==> src/rtl/sprite_cmd_if.sv <==
// Avalon-MM slave port, VGA counters and sprite command bus of the dispatcher.
interface sprite_cmd_if;
   logic        chipselect;
   logic        write;
   logic        read;
   logic        address;
   logic [31:0] writedata;
   logic [31:0] readdata;
   logic [9:0]  hcount;
   logic [9:0]  vcount;
   logic [31:0] cmd_data;
   logic        cmd_valid;

   modport slave (
      input  chipselect, write, read, address, writedata, hcount, vcount,
      output readdata, cmd_data, cmd_valid
   );

   modport master (
      output chipselect, write, read, address, writedata, hcount, vcount,
      input  readdata, cmd_data, cmd_valid
   );
endinterface

==> src/rtl/sprite_cmd_dispatcher.sv <==
// Queues CPU sprite commands and replays a committed batch during vertical blank,
// then broadcasts a buffer toggle to every sprite component.
module sprite_cmd_dispatcher #(
   parameter int unsigned DEPTH        = 16,
   parameter int unsigned N_COMPONENTS = 9,
   parameter int unsigned V_ACTIVE     = 480
) (
   input  logic        clk,
   input  logic        reset,
   sprite_cmd_if.slave bus
);

   localparam int unsigned PTR_W = $clog2(DEPTH);
   localparam int unsigned CNT_W = PTR_W + 1;
   localparam int unsigned ID_W  = 6;

   typedef enum logic [1:0] {IDLE, DRAIN, TOGGLE} state_t;

   state_t            state, state_nxt;
   logic [31:0]       mem [DEPTH];
   logic [PTR_W-1:0]  wr_ptr, rd_ptr;
   logic [CNT_W-1:0]  count, count_nxt;
   logic [CNT_W-1:0]  batch_len, batch_len_nxt;
   logic [ID_W-1:0]   tog_id, tog_id_nxt, id_c;
   logic              front, front_nxt;
   logic              commit_pending, commit_pending_nxt;
   logic              overflow, overflow_nxt;
   logic              commit_err, commit_err_nxt;
   logic [9:0]        prev_vcount;
   logic [31:0]       readdata, readdata_nxt;
   logic [31:0]       cmd_data, cmd_data_nxt;
   logic              cmd_valid, cmd_valid_nxt;

   logic              cmd_wr_c, commit_wr_c, status_rd_c;
   logic              full_c, push_c, pop_c, vblank_edge_c, drain_phase_c;
   logic [31:0]       head_c;
   logic              unused_hcount;

   assign cmd_wr_c      = bus.chipselect & bus.write & ~bus.address;
   assign commit_wr_c   = bus.chipselect & bus.write &  bus.address;
   assign status_rd_c   = bus.chipselect & bus.read  &  bus.address;
   assign full_c        = (count == CNT_W'(DEPTH));
   assign push_c        = cmd_wr_c & ~full_c;
   assign head_c        = mem[rd_ptr];
   assign vblank_edge_c = (bus.vcount == 10'(V_ACTIVE)) && (prev_vcount != 10'(V_ACTIVE));
   // Entering from IDLE behaves like a DRAIN cycle so the first word leaves on the edge cycle.
   assign drain_phase_c = (state == DRAIN) ||
                          ((state == IDLE) && vblank_edge_c && commit_pending);
   assign id_c          = (state == TOGGLE) ? tog_id : ID_W'(1);
   assign unused_hcount = ^bus.hcount;

   assign bus.readdata  = readdata;
   assign bus.cmd_data  = cmd_data;
   assign bus.cmd_valid = cmd_valid;

   // Next-state, flag and registered-output logic.
   always_comb begin
      state_nxt          = state;
      batch_len_nxt      = batch_len;
      tog_id_nxt         = tog_id;
      front_nxt          = front;
      commit_pending_nxt = commit_pending;
      overflow_nxt       = overflow;
      commit_err_nxt     = commit_err;
      cmd_data_nxt       = '0;
      cmd_valid_nxt      = 1'b0;
      pop_c              = 1'b0;

      if (drain_phase_c && (batch_len != '0)) begin
         pop_c         = 1'b1;
         cmd_valid_nxt = 1'b1;
         cmd_data_nxt  = {head_c[31:14], ~front, head_c[12:0]};
         batch_len_nxt = batch_len - CNT_W'(1);
         tog_id_nxt    = ID_W'(1);
         state_nxt     = (batch_len == CNT_W'(1)) ? TOGGLE : DRAIN;
      end else if (drain_phase_c || (state == TOGGLE)) begin
         cmd_valid_nxt = 1'b1;
         cmd_data_nxt  = {id_c, 5'd0, 4'b1111, 3'b000, ~front, 13'd0};
         if (id_c == ID_W'(N_COMPONENTS)) begin
            state_nxt          = IDLE;
            front_nxt          = ~front;
            commit_pending_nxt = 1'b0;
         end else begin
            state_nxt  = TOGGLE;
            tog_id_nxt = id_c + ID_W'(1);
         end
      end

      // Clear-on-read first so an event in the same cycle is not lost.
      if (status_rd_c) begin
         overflow_nxt   = 1'b0;
         commit_err_nxt = 1'b0;
      end
      if (cmd_wr_c && full_c) overflow_nxt = 1'b1;

      if (commit_wr_c) begin
         if (!commit_pending) begin
            batch_len_nxt      = count;
            commit_pending_nxt = 1'b1;
         end else begin
            commit_err_nxt = 1'b1;
         end
      end

      count_nxt    = count + CNT_W'(push_c) - CNT_W'(pop_c);
      readdata_nxt = status_rd_c ?
                     {19'd0, commit_err, overflow, front, commit_pending, full_c, 3'd0, 5'(count)} :
                     32'd0;
   end

   always_ff @(posedge clk) begin
      if (reset) begin
         state          <= IDLE;
         wr_ptr         <= '0;
         rd_ptr         <= '0;
         count          <= '0;
         batch_len      <= '0;
         tog_id         <= '0;
         front          <= 1'b0;
         commit_pending <= 1'b0;
         overflow       <= 1'b0;
         commit_err     <= 1'b0;
         prev_vcount    <= '0;
         readdata       <= '0;
         cmd_data       <= '0;
         cmd_valid      <= 1'b0;
      end else begin
         state          <= state_nxt;
         if (push_c) wr_ptr <= wr_ptr + PTR_W'(1);
         if (pop_c)  rd_ptr <= rd_ptr + PTR_W'(1);
         count          <= count_nxt;
         batch_len      <= batch_len_nxt;
         tog_id         <= tog_id_nxt;
         front          <= front_nxt;
         commit_pending <= commit_pending_nxt;
         overflow       <= overflow_nxt;
         commit_err     <= commit_err_nxt;
         prev_vcount    <= bus.vcount;
         readdata       <= readdata_nxt;
         cmd_data       <= cmd_data_nxt;
         cmd_valid      <= cmd_valid_nxt;
      end
   end

   // Storage carries no reset; emptiness is tracked by count.
   always_ff @(posedge clk) begin
      if (push_c) mem[wr_ptr] <= bus.writedata;
   end

endmodule

==> src/flat_wrapper.sv <==
// flat-port wrapper written by rule: the top's interface ports become plain ports
module sprite_cmd_dispatcher_flat 
#(
   parameter int unsigned DEPTH        = 16,
   parameter int unsigned N_COMPONENTS = 9,
   parameter int unsigned V_ACTIVE     = 480
)
  (clk, reset, bus_chipselect, bus_write, bus_read, bus_address, bus_writedata, bus_hcount, bus_vcount, bus_readdata, bus_cmd_data, bus_cmd_valid);
  sprite_cmd_if bus_i ();
  input  logic clk;
  input  logic reset;
  input wire logic [$bits(bus_i.chipselect)-1:0] bus_chipselect;
  input wire logic [$bits(bus_i.write)-1:0] bus_write;
  input wire logic [$bits(bus_i.read)-1:0] bus_read;
  input wire logic [$bits(bus_i.address)-1:0] bus_address;
  input wire logic [$bits(bus_i.writedata)-1:0] bus_writedata;
  input wire logic [$bits(bus_i.hcount)-1:0] bus_hcount;
  input wire logic [$bits(bus_i.vcount)-1:0] bus_vcount;
  output wire logic [$bits(bus_i.readdata)-1:0] bus_readdata;
  output wire logic [$bits(bus_i.cmd_data)-1:0] bus_cmd_data;
  output wire logic [$bits(bus_i.cmd_valid)-1:0] bus_cmd_valid;
  assign bus_i.chipselect = bus_chipselect;
  assign bus_i.write = bus_write;
  assign bus_i.read = bus_read;
  assign bus_i.address = bus_address;
  assign bus_i.writedata = bus_writedata;
  assign bus_i.hcount = bus_hcount;
  assign bus_i.vcount = bus_vcount;
  assign bus_readdata = bus_i.readdata;
  assign bus_cmd_data = bus_i.cmd_data;
  assign bus_cmd_valid = bus_i.cmd_valid;
  sprite_cmd_dispatcher #(.DEPTH(DEPTH), .N_COMPONENTS(N_COMPONENTS), .V_ACTIVE(V_ACTIVE)) u_core (.clk(clk), .reset(reset), .bus(bus_i));
endmodule
==> config.mk <==
export PLATFORM = sky130hd
export DESIGN_NAME = sprite_cmd_dispatcher_flat
export DESIGN_NICKNAME = d
export VERILOG_FILES = /design/src/rtl/sprite_cmd_if.sv /design/src/rtl/sprite_cmd_dispatcher.sv /design/src/flat_wrapper.sv
export SDC_FILE = /design/constraint.sdc
export NUM_CORES = 1
export LEC_CHECK = 0
export ABC_CLOCK_PERIOD_IN_PS = 7300
export CAP_MARGIN = 40
export CORE_MARGIN = 8
export CORE_UTILIZATION = 40
export DETAILED_ROUTE_END_ITERATION = 10
export PLACE_DENSITY = 0.59
export SETUP_SLACK_MARGIN = 0.2
export SLEW_MARGIN = 20
export SYNTH_ARGS = -nofsm -noshare
export SYNTH_HDL_FRONTEND = slang
export SYNTH_SLANG_ARGS = --single-unit
==> constraint.sdc <==
create_clock -name clk -period 7.3 [get_ports clk]
set_input_delay 1.46 -clock clk [delete_from_list [all_inputs] [get_ports clk]]
set_output_delay 1.46 -clock clk [all_outputs]
set_load 0.01 [all_outputs]
### Word-level counts from Yosys, hierarchy flattened

Memory sizes are Yosys's and may differ from the RTL's. A register that Yosys moved wholly into a read port is not among the register bits.
Index checks and enable logic that the tools add are counted.

| storage, ports and cells | value |
|---|---|
| flip-flop bits (word level) | 105 |
| memory bits (writable) | 512 |
| input bits | 58 |
| output and inout bits | 65 |
| word-level logic and storage cells | 89 |
| memories kept | 1 |

Memories:

| name | words | bits a word | read ports | clocked after memory_dff | write ports | RTL line | RTL |
|---|---|---|---|---|---|---|---|
| u_core.mem | 16 | 32 | 1 | 1 | 1 | sprite_cmd_dispatcher.sv:20 | `logic [31:0] mem [DEPTH];` |

| cells by class | value |
|---|---|
| add/subtract/negate cells | 6 |
| equality and inequality tests | 8 |
| muxes and demuxes | 30 |
| bitwise gates (word level) | 12 |
| reduce and logical (&&, ||, !) cells | 16 |

Operators with widths:

| kind | number |
|---|---|
| 32-bit 2-to-1 mux | 2 |
| 1-bit 2-to-1 mux | 18 |
| 5-bit 2-to-1 mux | 3 |
| 10-bit by 9-bit == test with 1-bit output, second input constant | 1 |
| 10-bit by 9-bit != test with 1-bit output, second input constant | 1 |
| 4-bit by 1-bit adder with 4-bit output, second input constant | 2 |
| 2-bit 2-to-1 mux | 4 |
| 4-bit 2-to-1 mux | 2 |
| 6-bit by 1-bit adder with 6-bit output, second input constant | 1 |
| 1-bit bitwise AND | 6 |
| 6-bit by 4-bit == test with 1-bit output, second input constant | 1 |
| 6-bit 2-to-1 mux | 1 |
| 1-bit inverter | 6 |
| 5-bit by 1-bit adder with 5-bit output | 1 |
| 5-bit by 1-bit == test with 1-bit output, second input constant | 1 |
| 5-bit == test, second input constant | 1 |
| 1-bit logical AND | 5 |
| 5-bit nonzero test | 1 |
| 5-bit by 1-bit subtractor with 5-bit output | 1 |
| 5-bit by 1-bit subtractor with 5-bit output, second input constant | 1 |
| 2-bit AND reduction | 2 |
| 2-bit nonzero test | 2 |
| 2-bit OR reduction | 2 |
| 3-bit AND reduction | 1 |
| other kinds (5) | 6 |

### Depth between registers and ports, before layout

Gate-level depths: netlist (run 1).

| logic depth | value |
|---|---|
| depth after elaboration | 10 |
| depth in mapped cells | 16 |
| depth with buffers taken out | 16 |

### Worst setup path before layout (run 1)

Ideal clock, no wire load.

| timing | value |
|---|---|
| path kind | in2reg |
| from | in bus_chipselect |
| to | mem u_core.mem[3][0], enable pin |
| setup time | 0.458 ns |
| arrival time | 4.239 ns |
| data required time | 6.842 ns |
| slack | 2.604 ns |
| cell stages on the path | 4 |
| path buffers | 0 |
| path through | nand2_1 nor3_2 nand2_1 nor3_1 |

| on the way | value |
|---|---|
| word-level cells in the longest chain between the ends | 5 |

RTL lines:

| element | RTL line | RTL |
|---|---|---|
| start: declaration | flat_wrapper.sv:12 | `input wire logic [$bits(bus_i.chipselect)-1:0] bus_chipselect;` |
| 1-bit bitwise AND (2 in series) | sprite_cmd_dispatcher.sv:39 | `assign cmd_wr_c = bus.chipselect & bus.write & ~bus.address;` |
| 1-bit bitwise AND | sprite_cmd_dispatcher.sv:43 | `assign push_c = cmd_wr_c & ~full_c;` |
| named net u_core.push_c | sprite_cmd_dispatcher.sv:35 | `logic full_c, push_c, pop_c, vblank_edge_c, drain_phase_c;` |
| 1-bit 2-to-1 mux | sprite_cmd_dispatcher.sv:147 | `if (push_c) mem[wr_ptr] <= bus.writedata;` |
| 1-bit 2-to-1 mux (implied by the code) | sprite_cmd_dispatcher.sv:147 |  |
| end: declaration | sprite_cmd_dispatcher.sv:20 |  |

The timed path passes the listed nets, and every way through them passes these cells.

### Worst setup path after layout (run 1)

| timing | value |
|---|---|
| from | in bus_vcount[9] |
| to | reg u_core.count[4] |

| on the way | value |
|---|---|
| word-level cells in the longest chain between the ends | 8 |

RTL lines:

| element | RTL line | RTL |
|---|---|---|
| start: declaration | flat_wrapper.sv:18 | `input wire logic [$bits(bus_i.vcount)-1:0] bus_vcount;` |
| 10-bit by 9-bit == test with 1-bit output | sprite_cmd_dispatcher.sv:45 | `assign vblank_edge_c = (bus.vcount == 10'(V_ACTIVE)) && (prev_vcount != 10'(V_ACTIVE));` |
| 1-bit logical AND | sprite_cmd_dispatcher.sv:45 |  |
| 1-bit logical AND (2 in series) | sprite_cmd_dispatcher.sv:48 | `((state == IDLE) && vblank_edge_c && commit_pending);` |
| 1-bit logical OR | sprite_cmd_dispatcher.sv:47 | `assign drain_phase_c = (state == DRAIN) \|\|` |
| 1-bit logical AND | sprite_cmd_dispatcher.sv:69 | `if (drain_phase_c && (batch_len != '0)) begin` |
| 1-bit 2-to-1 mux | sprite_cmd_dispatcher.sv:69 |  |
| 5-bit by 1-bit subtractor with 5-bit output | sprite_cmd_dispatcher.sv:105 | `count_nxt = count + CNT_W'(push_c) - CNT_W'(pop_c);` |
| end signal: assignment | sprite_cmd_dispatcher.sv:131 | `count <= count_nxt;` |
| end: declaration | sprite_cmd_dispatcher.sv:22 | `logic [CNT_W-1:0] count, count_nxt;` |

No other way between the ends.
A chain may end at the register's enable or synchronous reset.

==> impl_metrics.ini, run 1 <==
[status]
outcome = complete, no violations

[sta]
rsz0062_at_grt = false
fmax_mhz = 250
fin_hold_ws_ps = 456
tns_ps = 0
worstMarginPinSlew_ps = 963
slew_headroom = 0.358
finalWorstSetupSlack_ps = 3300
finalSetupViolCount = 0
fin_crit_ps = 4000
fin_crit_sh = 0.548
finalMaxSlewViolations = 0
fin_skew_ps = 21.8
hold_violations = 0

[worst_setup_path]
cp_top_family = simple AND/OR/NAND/NOR gates
path_common_cell = inv_1
worstPathMaxFanout = 10
crit_slowest_cell = clkdlybuf4s50_1
critPathKind = primary input to register
critical_path_cell_count = 15
cp-startpoint = bus_vcount[9]
cpPeakStageDelay_ps = 460
r2r_setup_slack_ps = 3950
critPathBufInv = 4
start_kind = primary input
reg2reg_to = u_core.count[4]
r2r_start = u_core.batch_len[0]
critical_path_required_ps = 7780
critical_path.endpoint_type = register
crit_chain = clkdlybuf4s50_1, nor4b_2, nand4_1, o31a_4, nor2_1, ha_1, inv_1, ha_1, inv_1, fa_1, inv_1, a21oi_1, nor2_1, or3_1, a21oi_1
rr_worst_depth = 16
critPathArrivalTime_ps = 4480

[placement]
place_congestion = 0.767
port_buffers = 89
dpl_cell_area_um2 = 24100
pre_cts_ws_ps = 2650
dp.cells = 1905
dp_hpwl_um = 25600

[cells_and_area]
fin_area_um2 = 26200
utilization = 0.475
stdcell_count = 2017
drive_above_1_share = 0.240
area_delta_synth_final_pct = 17.5
fin_nets = 1292

[synth]
ys_types = 60
ys_async_sr_fraction = 0
syn-cell-area_um2 = 22300
syn_inst = 1095
synth_seq_cells = 583
yosys_warnings = 0
ys_seq_area_frac = 0.747
avgSynthCellArea_um2 = 20.3
synth-edff-count = 496
synthFlopType = edfxtp_1

[drt]
drt_wl_total_um = 47800
vias = 10600
avgViaCountPerCell = 5.25
ant_nets = 0
drc = 0
drtIter0Drc = 726
wl_per_cell_um = 23.7
firstDrtPassIters = 4

[power]
p_switching_mw = 1.39
p_comb_frac = 0.023
p_seq_frac = 0.527
clkPwrFrac = 0.450
p_leak_nw = 8.02
power_density_nw_per_um2 = 264
ir_drop_v = 0.000188
swShare = 0.201
internal-power_mw = 5.51
totalPowerFinal_mw = 6.91

[hold_path]
hold_start = u_core.commit_err
hold_path.class = register to register
whs_path_depth = 2
whs_endpoint = u_core.commit_err

[floorplanning]
die_w_um = 252
core_area_um2 = 55100
fp.dieArea_um2 = 63400
rows = 86
ios = 123
start_util = 0.404
fp.dieH_um = 252

[cts]
post_cts_resize_count = 0
postCtsHoldBufs = 0
clock-sinks = 583
htree_num_levels = 2
cts_buffer_depth = 3
numCtsBuffers = 59
clock_latency_ps = 640
root_buffer = clkbuf_16
post-cts-setup-buffers = 0
cts.reportedPaths.clkPinSlew_ps = 60
cts_tree = built

[global_route]
antenna_found_initial = 2
overflow = 0
grtUsageTotal = 0.149
grt_first_pass_wirelength_um = 71200
grt_pass1_vias = 11000
grt_max_degree = 113

[job]
maxCapViolCount = 0
power by group through the flow:
stage	clock (mW)	combinational (mW)	sequential, mW
6_report	3.11	0.158	3.64
5_1_grt	3.30	0.173	3.64
4_1_cts	3.18	0.158	3.64
3_5_place_dp	0	0.157	3.71
3_3_place_gp	0	0.152	3.71
2_1_floorplan	0	0.0799	3.71
flip-flops by register name, indices dropped and copies added, names as in the netlist, named ones only:
register	cells
u_core.count	5
u_core.front	1
u_core.bus.readdata	10
u_core.batch_len	5
u_core.prev_vcount	10
u_core.bus.cmd_valid	1
u_core.commit_pending	1
u_core.mem	496
u_core.tog_id	6
u_core.overflow	1
u_core.commit_err	1
u_core.wr_ptr	4
u_core.state	2
u_core.bus.cmd_data	32
u_core.rd_ptr	4
worst max-delay path by stage:
| stage | to | slack (ps) |
|---|---|---|
| floorplan | u_core.mem[3][0] | 2600 |
| global placement | u_core.count[4] | 2650 |
| detailed placement | u_core.mem[0][12] | 2650 |
| CTS | u_core.mem[0][30] | 3320 |
| global route | u_core.count[4] | 3090 |
| finish | u_core.count[4] | 3300 |
layout make-up:
class | count | area (um2)
Fill cell | 4626 | 28900
Sequential cell | 583 | 16600
Multi-Input combinational cell | 437 | 5330
Clock buffer | 75 | 1590
Timing Repair Buffer | 115 | 1150
Tap cell | 748 | 936
Clock inverter | 36 | 414
Inverter | 22 | 82.6
Antenna cell | 1 | 2.50
worst register-to-register path: cells and delay by family, from the launching register on:
family                     cells  cell delay [ps]
buffers and inverters          4              250
and+or+nand+nor                6             1560
adders and majority gates      4              870
AOI/OAI and AO/OA              2              290
DFF                            1              330
synthesized netlist by cell type, types with 3 or more instances:
master      n  area [um2]
nand4_1     5        31.3
buf_4      22         165
a21oi_1    17        85.1
dfxtp_1    87        1740
and2_1      7        43.8
a311oi_1    7        61.3
nand2b_1    4        25.0
clkbuf_1   27         101
buf_2      17        85.1
xor2_1      4        35.0
nor2b_2     7        61.3
nor4_1      4        25.0
ha_1       15         188
a32oi_1     4        35.0
inv_1      22        82.6
nor2_1     45         169
a211oi_1    6        45.0
buf_1       6        22.5
nand2_1    18        67.6
o21ai_0     7        35.0
nand3_1    12        60.1
o22ai_1     4        25.0
edfxtp_1  496       14900
nor2b_1    27         169
or3_1       3        18.8
nor3_1     14        70.1
xnor2_1     3        26.3
mux2i_1    16         160
o311ai_0    3        26.3
mux4_2    148        3330
logic make-up after synthesis:
kind of cell | after synthesis | synth area share
multiplexers | 166 | 0.158
adder cells (fa/ha/maj) | 16 | 0.00933
AO/OA/AOI/OAI | 62 | 0.0200
buffers and inverters | 96 | 0.0215
other | 1 | 0.000168
AND/OR/NAND/NOR | 164 | 0.0408
XOR/XNOR | 7 | 0.00275
flip-flops | 583 | 0.747
placed cells by master, fill, tap and decap left out, types with 13 or more instances in the layout:
cell type	count
buf_4	22
dfxtp_1	83
nand2_1	18
edfxtp_1	496
a21oi_1	17
ha_1	15
inv_1	22
mux4_2	148
clkinv_1	13
clkdlybuf4s50_1	88
mux2i_1	16
nor2_1	33
conb_1	22
nor2b_1	27
clkbuf_16	60
layer usage:
layer,routed length (um),GRT usage
met1,21300,0.204
met5,23,0
met2,22900,0.243
met4,988,0.0450
met3,2500,0.0283
Power figures use the tool's default switching activity.
==> run 2: changes to the inputs <==
- ABC_CLOCK_PERIOD_IN_PS: 7300 -> 3250
- PLACE_DENSITY: 0.59 -> 0.61
- clock period: 7.3 -> 3.25 ns (I/O delays scaled with it)
==> run 2 against run 1 <==
Cell area up 1.3%. Die area unchanged. Combinational power up 140%. Via count up 0.96%. Final cell count up 1.4%. Clock power up 110%. Wire length down 0.59%. Non-clock buffer count up 35. First-iteration DRC count up 24%. Critical endpoint is now u_core.count[2]. Largest cell class unchanged. Largest power group unchanged.
==> impl_metrics.ini, run 2 (same netlist as run 1, synthesis figures left out) <==
[power]
p_comb_frac = 0.025
ir_drop_v = 0.000417
p_seq_frac = 0.542
swShare = 0.196
internal-power_mw = 12.1
clkPwrFrac = 0.433
p_leak_nw = 8.13
totalPowerFinal_mw = 15.1
p_switching_mw = 2.96
power_density_nw_per_um2 = 569

[cells_and_area]
fin_nets = 1325
reg.largest.list = u_core.mem (496), u_core.bus.cmd_data (32)
regMostFlops = u_core.mem
fillers = 4547
layout_commonest_cell = edfxtp_1
utilization = 0.481
multi_input_area_um2 = 5370
layout_common_cells = 496 x edfxtp_1, 148 x mux4_2, 88 x clkdlybuf4s50_1
area_delta_synth_final_pct = 19.1
stdcell_count = 2045
largest_reg_flops = 496
n_antenna_cell = 0
drive_above_1_share = 0.259
regArea_um2 = 16600

[drt]
vias = 10700
ant_nets = 0
drtIter0Drc = 899
drc = 0
dr_wl_met3_um = 2890
drt_wl_total_um = 47500
firstDrtPassIters = 6
avgViaCountPerCell = 5.22
wirelength_met1_um = 21000
wl_per_cell_um = 23.2
dr_wl_met2_um = 22900
highest_layer = met5

[cts]
root_buffer = clkbuf_16
clock_latency_ps = 620
cts_buffer_depth = 3
clock-sinks = 583
postCtsHoldBufs = 0
cts_tree = built
cts.reportedPaths.clkPinSlew_ps = 60
numCtsBuffers = 57
htree_num_levels = 2

[sta]
fin_crit_sh = 0.900
slew_headroom = 0.595
fmax_mhz = 342
tns_ps = 0
fin_hold_ws_ps = 461
fin_crit_ps = 2930
fin_skew_ps = 33.7
hold_violations = 0
worstMarginPinSlew_ps = 607
rsz0062_at_grt = false
finalMaxSlewViolations = 0
finalSetupViolCount = 0

[global_route]
overflow = 0
grt_first_pass_wirelength_um = 71300
grt_pass1_vias = 11100
antenna_found_initial = 3
grtUsageTotal = 0.149
grt_max_degree = 64

[status]
outcome = complete, no violations

[worst_setup_path]
critical_path.endpoint_type = register
start_kind = primary input
worstPathMaxFanout = 2
crit_slowest_cell = clkdlybuf4s50_1
critPathKind = primary input to register
critical_path_required_ps = 3710
cpPeakStageDelay_ps = 440
critPathArrivalTime_ps = 3380
crit_chain = clkdlybuf4s50_1, nor4b_2, nand4_1, o31a_4, nor2_1, ha_1, inv_1, ha_1, inv_2, fa_2, buf_4, buf_4, xor2_1, nor2_1

[floorplanning]
fp.dieH_um = 252
start_util = 0.404
rows = 86
core_area_um2 = 55100
ios = 123
fp.dieArea_um2 = 63400
die_w_um = 252

[placement]
dp.cells = 1939
place_congestion = 0.802
port_buffers = 89
dp_hpwl_um = 27300

[job]
maxCapViolCount = 0

[hold_path]
hold_path.class = register to register
==> run 2: changes by cell type in the layout (fill, tap and decap cells not counted), sizes merged <==
cell | previous run | this run
buf | 27 | 62
diode | 1 | 0
clkinv | 25 | 16
bufinv | 8 | 6
inv | 24 | 22
clkbuf | 75 | 80
clkinvlp | 1 | 3
==> run 2: final timing paths <==
| check | from | end | slack [ps] | depth (start not counted) |
|---|---|---|---|---|
| max | bus_vcount[9] | u_core.count[2] | 320 | 14 |
| min | u_core.overflow | u_core.bus.readdata[11] | 460 | 1 |
| max reg2reg | u_core.batch_len[1] | u_core.count[4] | 330 | 16 |
| min reg2reg | u_core.overflow | u_core.bus.readdata[11] | 460 | 1 |
==> run 2: layout make-up <==
cell class,instances,share of cell area
Timing Repair Buffer,150,0.0601
Sequential cell,583,0.628
Multi-Input combinational cell,437,0.203
Tap cell,748,0.0353
Clock buffer,80,0.0586
Inverter,22,0.00312
Clock inverter,25,0.0120
==> run 2: power groups by stage <==
stage | clock, mW | sequential, mW | combinational [mW]
final | 6.53 | 8.18 | 0.376
after global routing | 6.97 | 8.18 | 0.414
after CTS | 6.69 | 8.18 | 0.375
after detailed placement | 0 | 8.34 | 0.371
after global placement | 0 | 8.34 | 0.360
after floorplan | 0 | 8.33 | 0.180
==> run 2: critical path, delay by kind of cell <==
kind                     cells  cell delay [ps]
adder cells (fa/ha/maj)      3              770
XOR/XNOR                     1              120
AO/OA/AOI/OAI                1              310
AND/OR/NAND/NOR              4              720
buffers and inverters        5              800
==> run 2: stage by stage <==
| stage | setup slack, ps | instance area, um2 |
|---|---|---|
| 3_3_place_gp | -303 | 24600 |
| 5_1_grt | 192 | 26500 |
| 2_1_floorplan | 127 | 22400 |
| 4_1_cts | 203 | 26500 |
| 3_5_place_dp | -330 | 24600 |
| 6_report | 324 | 26500 |
==> run 2: layer usage <==
metal / vias to the layer above / global-route usage
met5: - / 0
met4: 6 / 0.0301
met3: 55 / 0.0366
met2: 287 / 0.240
met1: 5623 / 0.206
li1: 4714 / -
==> run 2: repair_timing <==
| item | CTS | global route |
|---|---|---|
| gates cloned | 0 | 0 |
| resized for setup | 5 | 4 |
| pin swaps | 0 | 1 |
| buffers inserted | 0 | 1 |
| endpoints found under the setup margin | 1 | 1 |
